===== src/rtl/target_timer_pkg.sv =====
// Shared timing constants for the special-move timers.
// Parents pick the 60 s pair or the short simulation pair.
package timer_pkg;

    localparam int TIMER_60S_WIDTH = 26;
    localparam logic [TIMER_60S_WIDTH-1:0] TIMER_60S_TARGET = 26'd46_875_000;

    localparam int TIMER_TEST_WIDTH = 5;
    localparam logic [TIMER_TEST_WIDTH-1:0] TIMER_TEST_TARGET = 5'd30;

endpackage


===== src/rtl/target_timer_if.sv =====
// Control bundle between a parent FSM and one target timer.
// The parent drives target and enable, and reads back the hit level.
interface timer_if #(
    parameter int WIDTH = 26
);
    logic [WIDTH-1:0] target;
    logic             in;
    logic             hit_target;

    modport master (
        output target,
        output in,
        input  hit_target
    );

    modport slave (
        input  target,
        input  in,
        output hit_target
    );
endinterface


===== src/rtl/target_timer.sv =====
// Saturating enabled-cycle counter with a run-time terminal count.
// The hit level depends only on the count register and the target.
module target_timer
    import timer_pkg::*;
#(
    parameter int WIDTH = 26
) (
    input  logic   clk,
    input  logic   reset,
    timer_if.slave bus
);

    logic [WIDTH-1:0] count;
    logic             hit;

    // Comparing against the live target lets a lowered target hit at once.
    assign hit = (count >= bus.target);
    assign bus.hit_target = hit;

    always_ff @(posedge clk or posedge reset) begin
        if (reset) begin
            count <= '0;
        end else if (bus.in && !hit) begin
            count <= count + WIDTH'(1);
        end
    end

endmodule


===== src/flat_wrapper.sv =====
// flat-port wrapper written by rule: the top's interface ports become plain ports
module target_timer_flat import timer_pkg::*;
#(
    parameter int WIDTH = 26
)
  (clk, reset, bus_target, bus_in, bus_hit_target);
  timer_if #(.WIDTH(WIDTH)) bus_i ();
  input  logic clk;
  input  logic reset;
  input wire logic [$bits(bus_i.target)-1:0] bus_target;
  input wire logic [$bits(bus_i.in)-1:0] bus_in;
  output wire logic [$bits(bus_i.hit_target)-1:0] bus_hit_target;
  assign bus_i.target = bus_target;
  assign bus_i.in = bus_in;
  assign bus_hit_target = bus_i.hit_target;
  target_timer #(.WIDTH(WIDTH)) u_core (.clk(clk), .reset(reset), .bus(bus_i));
endmodule

===== config.mk =====
export PLATFORM = sky130hd
export DESIGN_NAME = target_timer_flat
export DESIGN_NICKNAME = d
export VERILOG_FILES = /design/src/rtl/target_timer_pkg.sv /design/src/rtl/target_timer_if.sv /design/src/rtl/target_timer.sv /design/src/flat_wrapper.sv
export SDC_FILE = /design/constraint.sdc
export NUM_CORES = 1
export LEC_CHECK = 0
export BUFFER_PORTS_ARGS = -buffer_cell sky130_fd_sc_hd__clkbuf_2
export CAP_MARGIN = 30
export CORE_MARGIN = 8
export CORE_UTILIZATION = 35
export DETAILED_ROUTE_END_ITERATION = 8
export PLACE_DENSITY = 0.62
export SYNTH_ARGS = -nofsm -noshare
export SYNTH_HDL_FRONTEND = slang
export SYNTH_SLANG_ARGS = --single-unit

===== constraint.sdc =====
create_clock -name clk -period 4.6 [get_ports clk]
set_input_delay 0.46 -clock clk [delete_from_list [all_inputs] [get_ports clk]]
set_output_delay 0.46 -clock clk [all_outputs]
set_load 0.01 [all_outputs]

==> results of run 1 <==
routing by layer:
| metal | vias to the layer above | track usage | wire [um] |
|---|---|---|---|
| met4 | 0 | 0.0423 | 38 |
| met3 | 4 | 0.0175 | 244 |
| li1 | 754 | - | - |
| met2 | 35 | 0.185 | 1820 |
| met1 | 665 | 0.138 | 1840 |
| met5 | - | 0 | 0 |
synthesized netlist by cell type (all sizes together):
cell,count,area share
a211oi,1,0.0040
inv,31,0.062
nand2,15,0.034
and3,3,0.015
a22oi,1,0.0040
dfrtp,26,0.34
xnor2,12,0.056
xor2,13,0.060
buf,3,0.013
ha,27,0.18
o2111ai,1,0.0046
nor3,10,0.037
nand2b,2,0.0066
o21ai,4,0.011
o21bai,1,0.0040
a21o,1,0.0040
and4,1,0.0046
o311a,1,0.0053
nor2,8,0.017
nand4,14,0.046
nor4,6,0.030
mux2,1,0.0060
nand3,7,0.019
clkbuf,1,0.0020
or2,1,0.0033
a21oi,11,0.029
power breakdown:
part	internal [mW]	switching, mW	total [mW]
clock	0.0766	0.0738	0.150
combinational	0.0729	0.0772	0.150
sequential	0.260	0.0449	0.305
total	0.410	0.196	0.606
cells by family after synthesis:
logic type | after synthesis | synth area share
buffers and inverters | 35 | 0.0762
AND/OR/NAND/NOR | 67 | 0.213
flip-flops | 26 | 0.345
AO/OA/AOI/OAI | 21 | 0.0656
XOR/XNOR | 25 | 0.116
multiplexers | 1 | 0.00596
adder cells (fa/ha/maj) | 27 | 0.179
stage by stage:
stage               total power, mW  hold slack [ns]  utilization  worst slack [ns]
floorplan                     0.412            0.446            -              2.37
global placement              0.453            0.472        0.405              1.70
detailed placement            0.461            0.373        0.410              1.70
CTS                           0.614           0.0702        0.421              1.47
global route                  0.655           0.0719        0.421              1.32
finish                        0.606           0.0655        0.421              1.50
path summary, 6_finish.rpt:
| path | endpoint | slack, ns |
|---|---|---|
| worst max register to register | u_core.count[18]$_DFFE_PP0P_ | 1.83 |
| worst max-delay path | bus_hit_target | 1.50 |
| worst min register to register | u_core.count[25]$_DFFE_PP0P_ | 0.49 |
| max in group asynchronous | u_core.count[15]$_DFFE_PP0P_ | 4.14 |
| worst min-delay path | u_core.count[8]$_DFFE_PP0P_ | 0.07 |
| min in group clk | u_core.count[25]$_DFFE_PP0P_ | 0.49 |
cells in the final DEF (no fill, tap or decap), drive strengths merged, types with 10 or more instances in the layout:
| cell | n |
|---|---|
| a21oi | 11 |
| clkbuf | 33 |
| dfrtp | 26 |
| ha | 27 |
| inv | 31 |
| nand2 | 15 |
| nand4 | 14 |
| nor3 | 10 |
| xnor2 | 12 |
| xor2 | 13 |
cell type report:
class | count | area, sq um | area share
multi-input cells | 141 | 1090 | 0.503
flip-flops and latches | 26 | 651 | 0.299
repair buffers | 30 | 173 | 0.0794
inverters | 31 | 116 | 0.0535
well taps | 70 | 87.6 | 0.0403
clock buffers | 4 | 55.1 | 0.0253
critical path, stage by stage, from the launching register on:
cell      delay (ns)
dfrtp_1         0.43
inv_1           0.06
ha_1            0.26
nand2b_1        0.14
a21oi_1         0.16
nor3_1          0.08
o311a_1         0.36
nor2_2          0.40
inv_2           0.27
clkbuf_2        0.20
==> impl_metrics.env, run 1 <==
export IMPL_status="completed"
export IMPL_max_slew_margin_rel=0.686
export IMPL_grt_max_degree=24
export IMPL_fin_skew_ns=0.00712
export IMPL_cp_max_fo=16
export IMPL_nets=289
export IMPL_dieHeight_um=89.4
export IMPL_cts_inserted_buffers=3
export IMPL_syn_num_nets=258
export IMPL_finalSetupViolations=0
export IMPL_synthCells=202
export IMPL_cts_tree="done"
export IMPL_final_cells=302
export IMPL_antennaDiodeCount=0
export IMPL_via_count=1458
export IMPL_die_w_um=89.4
export IMPL_dp_cells=298
export IMPL_fmax_ghz=0.323
export IMPL_grt_overflow=0
export IMPL_antenna_found_initial=0
export IMPL_cap_violations=0
export IMPL_first_global_vias=1555
export IMPL_r2r_cells=10
export IMPL_place_gp_congestion=0.811
export IMPL_drt_iter0_drc=77
export IMPL_min_period_over_period=0.674
export IMPL_hold_viol=0
export IMPL_powerDensity_nw_per_um2=278
export IMPL_core_area_sq_um=5170
export IMPL_routedWlPerCell_um=13.1
export IMPL_grt_usage=0.110
export IMPL_worst_slew_pin_slew_ns=0.470
export IMPL_cts_resized=0
export IMPL_ys_seq_elements=26
export IMPL_yosysWarningCount=0
export IMPL_clkLatencyLatePin_ns=0.27
export IMPL_path_class="flip-flop to primary output"
export IMPL_grt_pass1_wl_mm=6.91
export IMPL_clock_sinks=26
export IMPL_totalWireLength_mm=3.94
export IMPL_port_buffers=29
export IMPL_largest_register_ffs=26
export IMPL_regMostFlops="u_core.count"
export IMPL_min_period_ns=3.10
export IMPL_route_detailed_drc=0
export IMPL_drtPass1Iterations=4
export IMPL_setup_tns_final_ns=0
export IMPL_rsz0062_at_grt="no"
export IMPL_crit_start="u_core.count[0]$_DFFE_PP0P_"
export IMPL_cts_clk_slew_worst_paths_ns=0.10
export IMPL_h_tree_depth=1
export IMPL_post_cts_setup_buffer_count=0
export IMPL_cts_hold_buf=0
export IMPL_worstPathArrival_ns=2.64
export IMPL_floorplan_rows=26
export IMPL_detail_route_antenna_nets=0
export IMPL_clock_root_buffer="clkbuf_8"
export IMPL_syn_area_sq_um=1890
export IMPL_start_util=0.365
export IMPL_start_kind="flip-flop"
export IMPL_cts_buffer_depth=2
export IMPL_largestRegisters="u_core.count x26"
export IMPL_vias_per_cell=4.83
export IMPL_dp_hpwl_mm=3.19
export IMPL_syn_avg_cell_area_sq_um=9.35
export IMPL_ir_drop_uv=141
export IMPL_die_area_sq_um=8000
export IMPL_seq_area_frac_synth=0.345
export IMPL_p_leak_nw=1.17
export IMPL_placed_area_sq_um=2120
export IMPL_drive_above_1_share=0.207
export IMPL_n_fill_cell=543
export IMPL_timing_critical_path_to_type="primary output"
export IMPL_r2r_start="u_core.count[0]$_DFFE_PP0P_"
export IMPL_ios=30
export IMPL_worstPathRequired_ns=4.14
export IMPL_slew_viol_final=0
export IMPL_synth_cell_types=34
export IMPL_area_growth_pct=15.2
export IMPL_hold_path_class="input pin to async pin"
export IMPL_final_area_sq_um=2180
Note: power is estimated with default switching activity, not from simulation.
==> inputs of run 2 (changes only) <==
==> constraint.sdc (replaced) <==
create_clock -name clk -period 3.05 [get_ports clk]
set_input_delay 0.305 -clock clk [delete_from_list [all_inputs] [get_ports clk]]
set_output_delay 0.305 -clock clk [all_outputs]
set_load 0.01 [all_outputs]
==> run 2 against run 1 <==
Against the previous run:
- cell area rose by 1.8%
- setup slack got worse by 1.3 ns
- die area is the same
- register-to-register slack got worse by 1.3 ns
- clock-buffer cell count shrank 1
- worst hold slack improved by 0.35 ns
- cell count increased by 0.66%
- sequential share of layout area decreased by 0.54 points
- combinational power grew 53%
- wire length fell by 2.8%
- total power increased by 62%
- clock power is 93% higher
- critical endpoint unchanged
- largest power group unchanged
==> impl_metrics.env, run 2 (same netlist as run 1, synthesis figures left out) <==
export IMPL_nets=291
export IMPL_antenna_found_initial=0
export IMPL_cts_clk_slew_worst_paths_ns=0.10
export IMPL_min_period_ns=2.87
export IMPL_ios=30
export IMPL_h_tree_depth=1
export IMPL_timing_critical_path_to_type="primary output"
export IMPL_status="completed"
export IMPL_n_fill_cell=508
export IMPL_path_class="flip-flop to primary output"
export IMPL_cts_buffer_depth=2
export IMPL_cts_tree="done"
export IMPL_worstPathArrival_ns=2.56
export IMPL_clock_root_buffer="clkbuf_8"
export IMPL_layout_commonest_cell="inv_1"
export IMPL_regMostFlops="u_core.count"
export IMPL_fin_skew_ns=0.00836
export IMPL_clkLatencyLatePin_ns=0.27
export IMPL_final_area_sq_um=2220
export IMPL_clock_sinks=26
export IMPL_ir_drop_uv=272
export IMPL_powerDensity_nw_per_um2=442
export IMPL_routedWlPerCell_um=12.6
export IMPL_p_leak_nw=1.19
export IMPL_finish_utilization=0.428
export IMPL_cap_violations=0
export IMPL_vias_per_cell=4.78
export IMPL_drt_iter0_drc=68
export IMPL_post_cts_setup_buffer_count=0
export IMPL_dp_hpwl_mm=3.17
export IMPL_dieHeight_um=89.4
export IMPL_drtPass1Iterations=6
export IMPL_detail_route_antenna_nets=0
export IMPL_hold_slack_ns=0.419
export IMPL_hold_path_class="input pin to flip-flop"
export IMPL_via_count=1453
export IMPL_antennaDiodeCount=0
export IMPL_grt_usage=0.104
export IMPL_slew_viol_final=0
export IMPL_fmax_ghz=0.349
export IMPL_cts_inserted_buffers=3
export IMPL_rsz0062_at_grt="no"
export IMPL_placed_area_sq_um=2130
export IMPL_die_area_sq_um=8000
export IMPL_start_kind="flip-flop"
export IMPL_route_detailed_drc=0
export IMPL_floorplan_rows=26
export IMPL_setup_tns_final_ns=0
export IMPL_largest_register_ffs=26
export IMPL_place_gp_congestion=0.770
export IMPL_min_period_over_period=0.940
export IMPL_drive_above_1_share=0.214
export IMPL_totalWireLength_mm=3.83
export IMPL_worst_slew_pin_slew_ns=0.448
export IMPL_reg2reg_slack_ns=0.51
export IMPL_cp_max_fo=16
export IMPL_start_util=0.365
export IMPL_area_growth_pct=17.4
export IMPL_final_cells=304
export IMPL_largestRegisters="u_core.count x26"
export IMPL_port_buffers=29
export IMPL_core_area_sq_um=5170
export IMPL_worstPathRequired_ns=2.74
export IMPL_die_w_um=89.4
export IMPL_final_cell_mix="inv_1, clkbuf_2, ha_1, dfrtp_1"
export IMPL_hold_viol=0
export IMPL_max_slew_margin_rel=0.699
export IMPL_grt_overflow=0
export IMPL_first_global_vias=1442
export IMPL_dp_cells=299
export IMPL_grt_max_degree=21
export IMPL_finalSetupViolations=0
export IMPL_grt_pass1_wl_mm=6.48
-- run 2: routing by layer --
| metal | GRT usage | share of wire |
|---|---|---|
| met5 | 0 | 0 |
| met4 | 0.0136 | 0.0042 |
| met3 | 0.0331 | 0.074 |
| met2 | 0.168 | 0.46 |
| met1 | 0.135 | 0.47 |
-- run 2: critical path, stage by stage, from the launching register on --
cell and delay (ns):
dfrtp_1 0.45, ha_1 0.32, nand4_1 0.17, nor4_2 0.48, a22oi_1 0.13, o2111ai_1 0.17, nor2_2 0.08, inv_2 0.27
clkbuf_2 0.20
-- run 2: final timing paths --
kind | startpoint | end | cells after the start
setup / recovery | u_core.count[19]$_DFFE_PP0P_ | bus_hit_target | 8
hold / removal | bus_in | u_core.count[15]$_DFFE_PP0P_ | 3
hold reg to reg | u_core.count[21]$_DFFE_PP0P_ | u_core.count[21]$_DFFE_PP0P_ | 1
min in group asynchronous | reset | u_core.count[13]$_DFFE_PP0P_ | 3
max in group asynchronous | reset | u_core.count[10]$_DFFE_PP0P_ | 4
setup reg to reg | u_core.count[19]$_DFFE_PP0P_ | u_core.count[1]$_DFFE_PP0P_ | 9
-- run 2: report_power, final --
group	internal (mW)	switching, mW
Clock	0.176	0.113
Combinational	0.112	0.117
Sequential	0.392	0.0684
-- run 2: timing repair --
| action | 4_1_cts | 5_1_grt |
|---|---|---|
| hold buffers | 1 | 0 |
| endpoints found under the hold margin | 6 | 0 |
| resized for setup | 0 | 1 |
| endpoints found under the setup margin | 0 | 1 |
-- run 2: metrics by stage --
stage / total power, mW / setup slack, ns
after floorplan: 0.621 / 0.944
after detailed placement: 0.698 / 0.448
after global routing: 1.05 / 0.0353
after global placement: 0.687 / 0.444
final: 0.979 / 0.184
after CTS: 0.987 / 0.135
-- run 2: final cells by class --
class,instances,area (sq um),area share
inverters,31,116,0.0525
well taps,70,87.6,0.0395
clock inverters,1,30.0,0.0136
flip-flops and latches,26,651,0.294
clock buffers,3,41.3,0.0186
repair buffers,32,190,0.0858
multi-input cells,141,1100,0.496
==> inputs of run 3 (changes only) <==
--- a/config.mk
+++ b/config.mk
@@ -9,8 +9,10 @@
 export CAP_MARGIN = 30
 export CORE_MARGIN = 8
 export CORE_UTILIZATION = 35
+export CTS_CLUSTER_SIZE = 25
 export DETAILED_ROUTE_END_ITERATION = 8
 export PLACE_DENSITY = 0.62
+export REMOVE_ABC_BUFFERS = 1
 export SYNTH_ARGS = -nofsm -noshare
 export SYNTH_HDL_FRONTEND = slang
 export SYNTH_SLANG_ARGS = --single-unit
==> run 3 against run 2 <==
Against the previous run:
- register-to-register slack improved by 0.08 ns
- setup slack improved by 0.10 ns
- die area did not move
- via count fell by 2.7%
- wire length fell by 4.5%
- worst hold slack got worse by 0.39 ns
- flip-flop and latch count did not move
- combinational power fell by 2%
- clock power fell by 24%
- cell area fell by 1.8%
- largest power group unchanged
- highest routed layer unchanged
==> impl_metrics.env, run 3 (same netlist as run 1, synthesis figures left out) <==
export IMPL_max_stage_delay_ns=0.46
export IMPL_clock_root_buffer="clkbuf_8"
export IMPL_finalSetupViolations=0
export IMPL_grt_overflow=0
export IMPL_fmax_ghz=0.362
export IMPL_layout_commonest_cell="inv_1"
export IMPL_h_tree_depth=1
export IMPL_area_growth_pct=15.3
export IMPL_swShare=0.319
export IMPL_worstPathCellList="ha_1, nand4_1, nor4_2, a22oi_1, o2111ai_1, nor2_2, inv_2, clkbuf_2"
export IMPL_cts_inserted_buffers=3
export IMPL_port_buffers=29
export IMPL_fin_skew_ns=0.00194
export IMPL_hold_viol=0
export IMPL_cap_violations=0
export IMPL_via_count=1414
export IMPL_largest_register_ffs=26
export IMPL_n_fill_cell=524
export IMPL_placed_area_sq_um=2120
export IMPL_wl_met3_um=135
export IMPL_r2r_start="u_core.count[19]$_DFFE_PP0P_"
export IMPL_reg2reg_slack_ns=0.59
export IMPL_start_util=0.365
export IMPL_largestRegisters="u_core.count x26"
export IMPL_cts_buffer_depth=2
export IMPL_cp_max_fo=16
export IMPL_r2r_cells=9
export IMPL_detail_route_antenna_nets=0
export IMPL_grt_usage=0.100
export IMPL_wl_met2_mm=1.59
export IMPL_worstPathRequired_ns=2.74
export IMPL_nets=290
export IMPL_finish_utilization=0.421
export IMPL_start_kind="flip-flop"
export IMPL_slew_viol_final=0
export IMPL_wl_met1_mm=1.90
export IMPL_vias_per_cell=4.67
export IMPL_grt_max_degree=17
export IMPL_ir_drop_uv=309
export IMPL_die_area_sq_um=8000
export IMPL_place_ws_ns=0.400
export IMPL_routedWlPerCell_um=12.1
export IMPL_cts_tree="done"
export IMPL_highest_layer="met4"
export IMPL_antenna_found_initial=0
export IMPL_p_switching_mw=0.289
export IMPL_antennaDiodeCount=0
export IMPL_p_int_mw=0.617
export IMPL_max_slew_margin_rel=0.672
export IMPL_timing_critical_path_to_type="primary output"
export IMPL_grt_pass1_wl_mm=6.36
export IMPL_worstPathArrival_ns=2.46
export IMPL_path_class="flip-flop to primary output"
export IMPL_core_area_sq_um=5170
export IMPL_rr_endpoint="u_core.count[1]$_DFFE_PP0P_"
export IMPL_final_setup_worst_slack_ns=0.289
export IMPL_final_area_sq_um=2180
export IMPL_p_leak_nw=1.17
export IMPL_powerDensity_nw_per_um2=416
export IMPL_die_w_um=89.4
export IMPL_hold_path_class="input pin to async pin"
export IMPL_seq_power_share=0.511
export IMPL_status="completed"
export IMPL_power_share_clock=0.241
export IMPL_place_gp_congestion=0.760
export IMPL_final_cell_mix="inv_1, clkbuf_2, ha_1, dfrtp_1"
export IMPL_floorplan_rows=26
export IMPL_cts_clk_slew_worst_paths_ns=0.09
export IMPL_regMostFlops="u_core.count"
export IMPL_clkLatencyLatePin_ns=0.26
export IMPL_setup_tns_final_ns=0
export IMPL_dieHeight_um=89.4
export IMPL_cp_slowest_cell="nor4_2"
export IMPL_worst_slew_pin_slew_ns=0.491
export IMPL_min_period_over_period=0.905
export IMPL_clock_sinks=26
export IMPL_totalWireLength_mm=3.66
export IMPL_p_comb_frac=0.248
export IMPL_drtPass1Iterations=4
export IMPL_drive_above_1_share=0.215
export IMPL_drt_iter0_drc=27
export IMPL_route_detailed_drc=0
export IMPL_rsz0062_at_grt="no"
export IMPL_first_global_vias=1373
export IMPL_ios=30
export IMPL_dp_hpwl_mm=3.07
export IMPL_min_period_ns=2.76
## run 3: changes by cell type in the layout (fill, tap and decap cells not counted), sizes merged
cell	previous run	this run
bufinv	1	0
dlygate4sd3	1	0
clkbuf	32	33
## run 3: worst max-delay path, delay by kind of cell (launching register included)
kind	cells	cell delay, ns
flops	1	0.44
simple gates	3	0.68
fa+ha+maj	1	0.32
compound gates	2	0.28
buf+inv	2	0.47
## run 3: how the worst max path moves through the flow
stage	slack [ns]	from	end	cells past startpoint
after floorplan	0.67	u_core.count[0]$_DFFE_PP0P_	u_core.count[5]$_DFFE_PP0P_	10
after global placement	0.39	u_core.count[19]$_DFFE_PP0P_	bus_hit_target	8
after detailed placement	0.40	u_core.count[19]$_DFFE_PP0P_	bus_hit_target	8
after CTS	0.09	u_core.count[19]$_DFFE_PP0P_	bus_hit_target	8
after global routing	0.13	u_core.count[23]$_DFFE_PP0P_	bus_hit_target	8
final	0.29	u_core.count[19]$_DFFE_PP0P_	bus_hit_target	8
## run 3: per-stage QoR
stage	std cells	total power [mW]	hold WS, ns
4_1_cts	303	0.917	0.0415
6_report	303	0.905	0.0264
3_5_place_dp	299	0.693	0.344
2_1_floorplan	198	0.617	0.345
3_3_place_gp	298	0.686	0.482
5_1_grt	303	0.973	0.0674
## run 3: area by class of cell
cell class                 count  area (sq um)  area share
inverter                      31           116      0.0534
sequential                    26           651       0.299
clock buffer                   4          55.1      0.0253
tap                           70          87.6      0.0402
timing repair buffer          31           168      0.0770
multi-input combinational    141          1100       0.505
## run 3: per-layer routing
metal,track usage,vias up
li1,-,756
met1,0.146,629
met2,0.152,27
met3,0.00460,2
met4,0.0363,0
met5,0,-
## run 3: power groups by stage
stage               clock [mW]  sequential, mW  combinational, mW
floorplan                    0           0.450              0.167
global placement             0           0.467              0.219
detailed placement           0           0.467              0.226
CTS                      0.229           0.461              0.227
global route             0.240           0.473              0.260
finish                   0.219           0.463              0.224
## run 3: what timing repair did
action,CTS,global route
gates resized for setup,0,1
buffers inserted,0,0
setup endpoints to repair,0,1
hold buffers,0,0
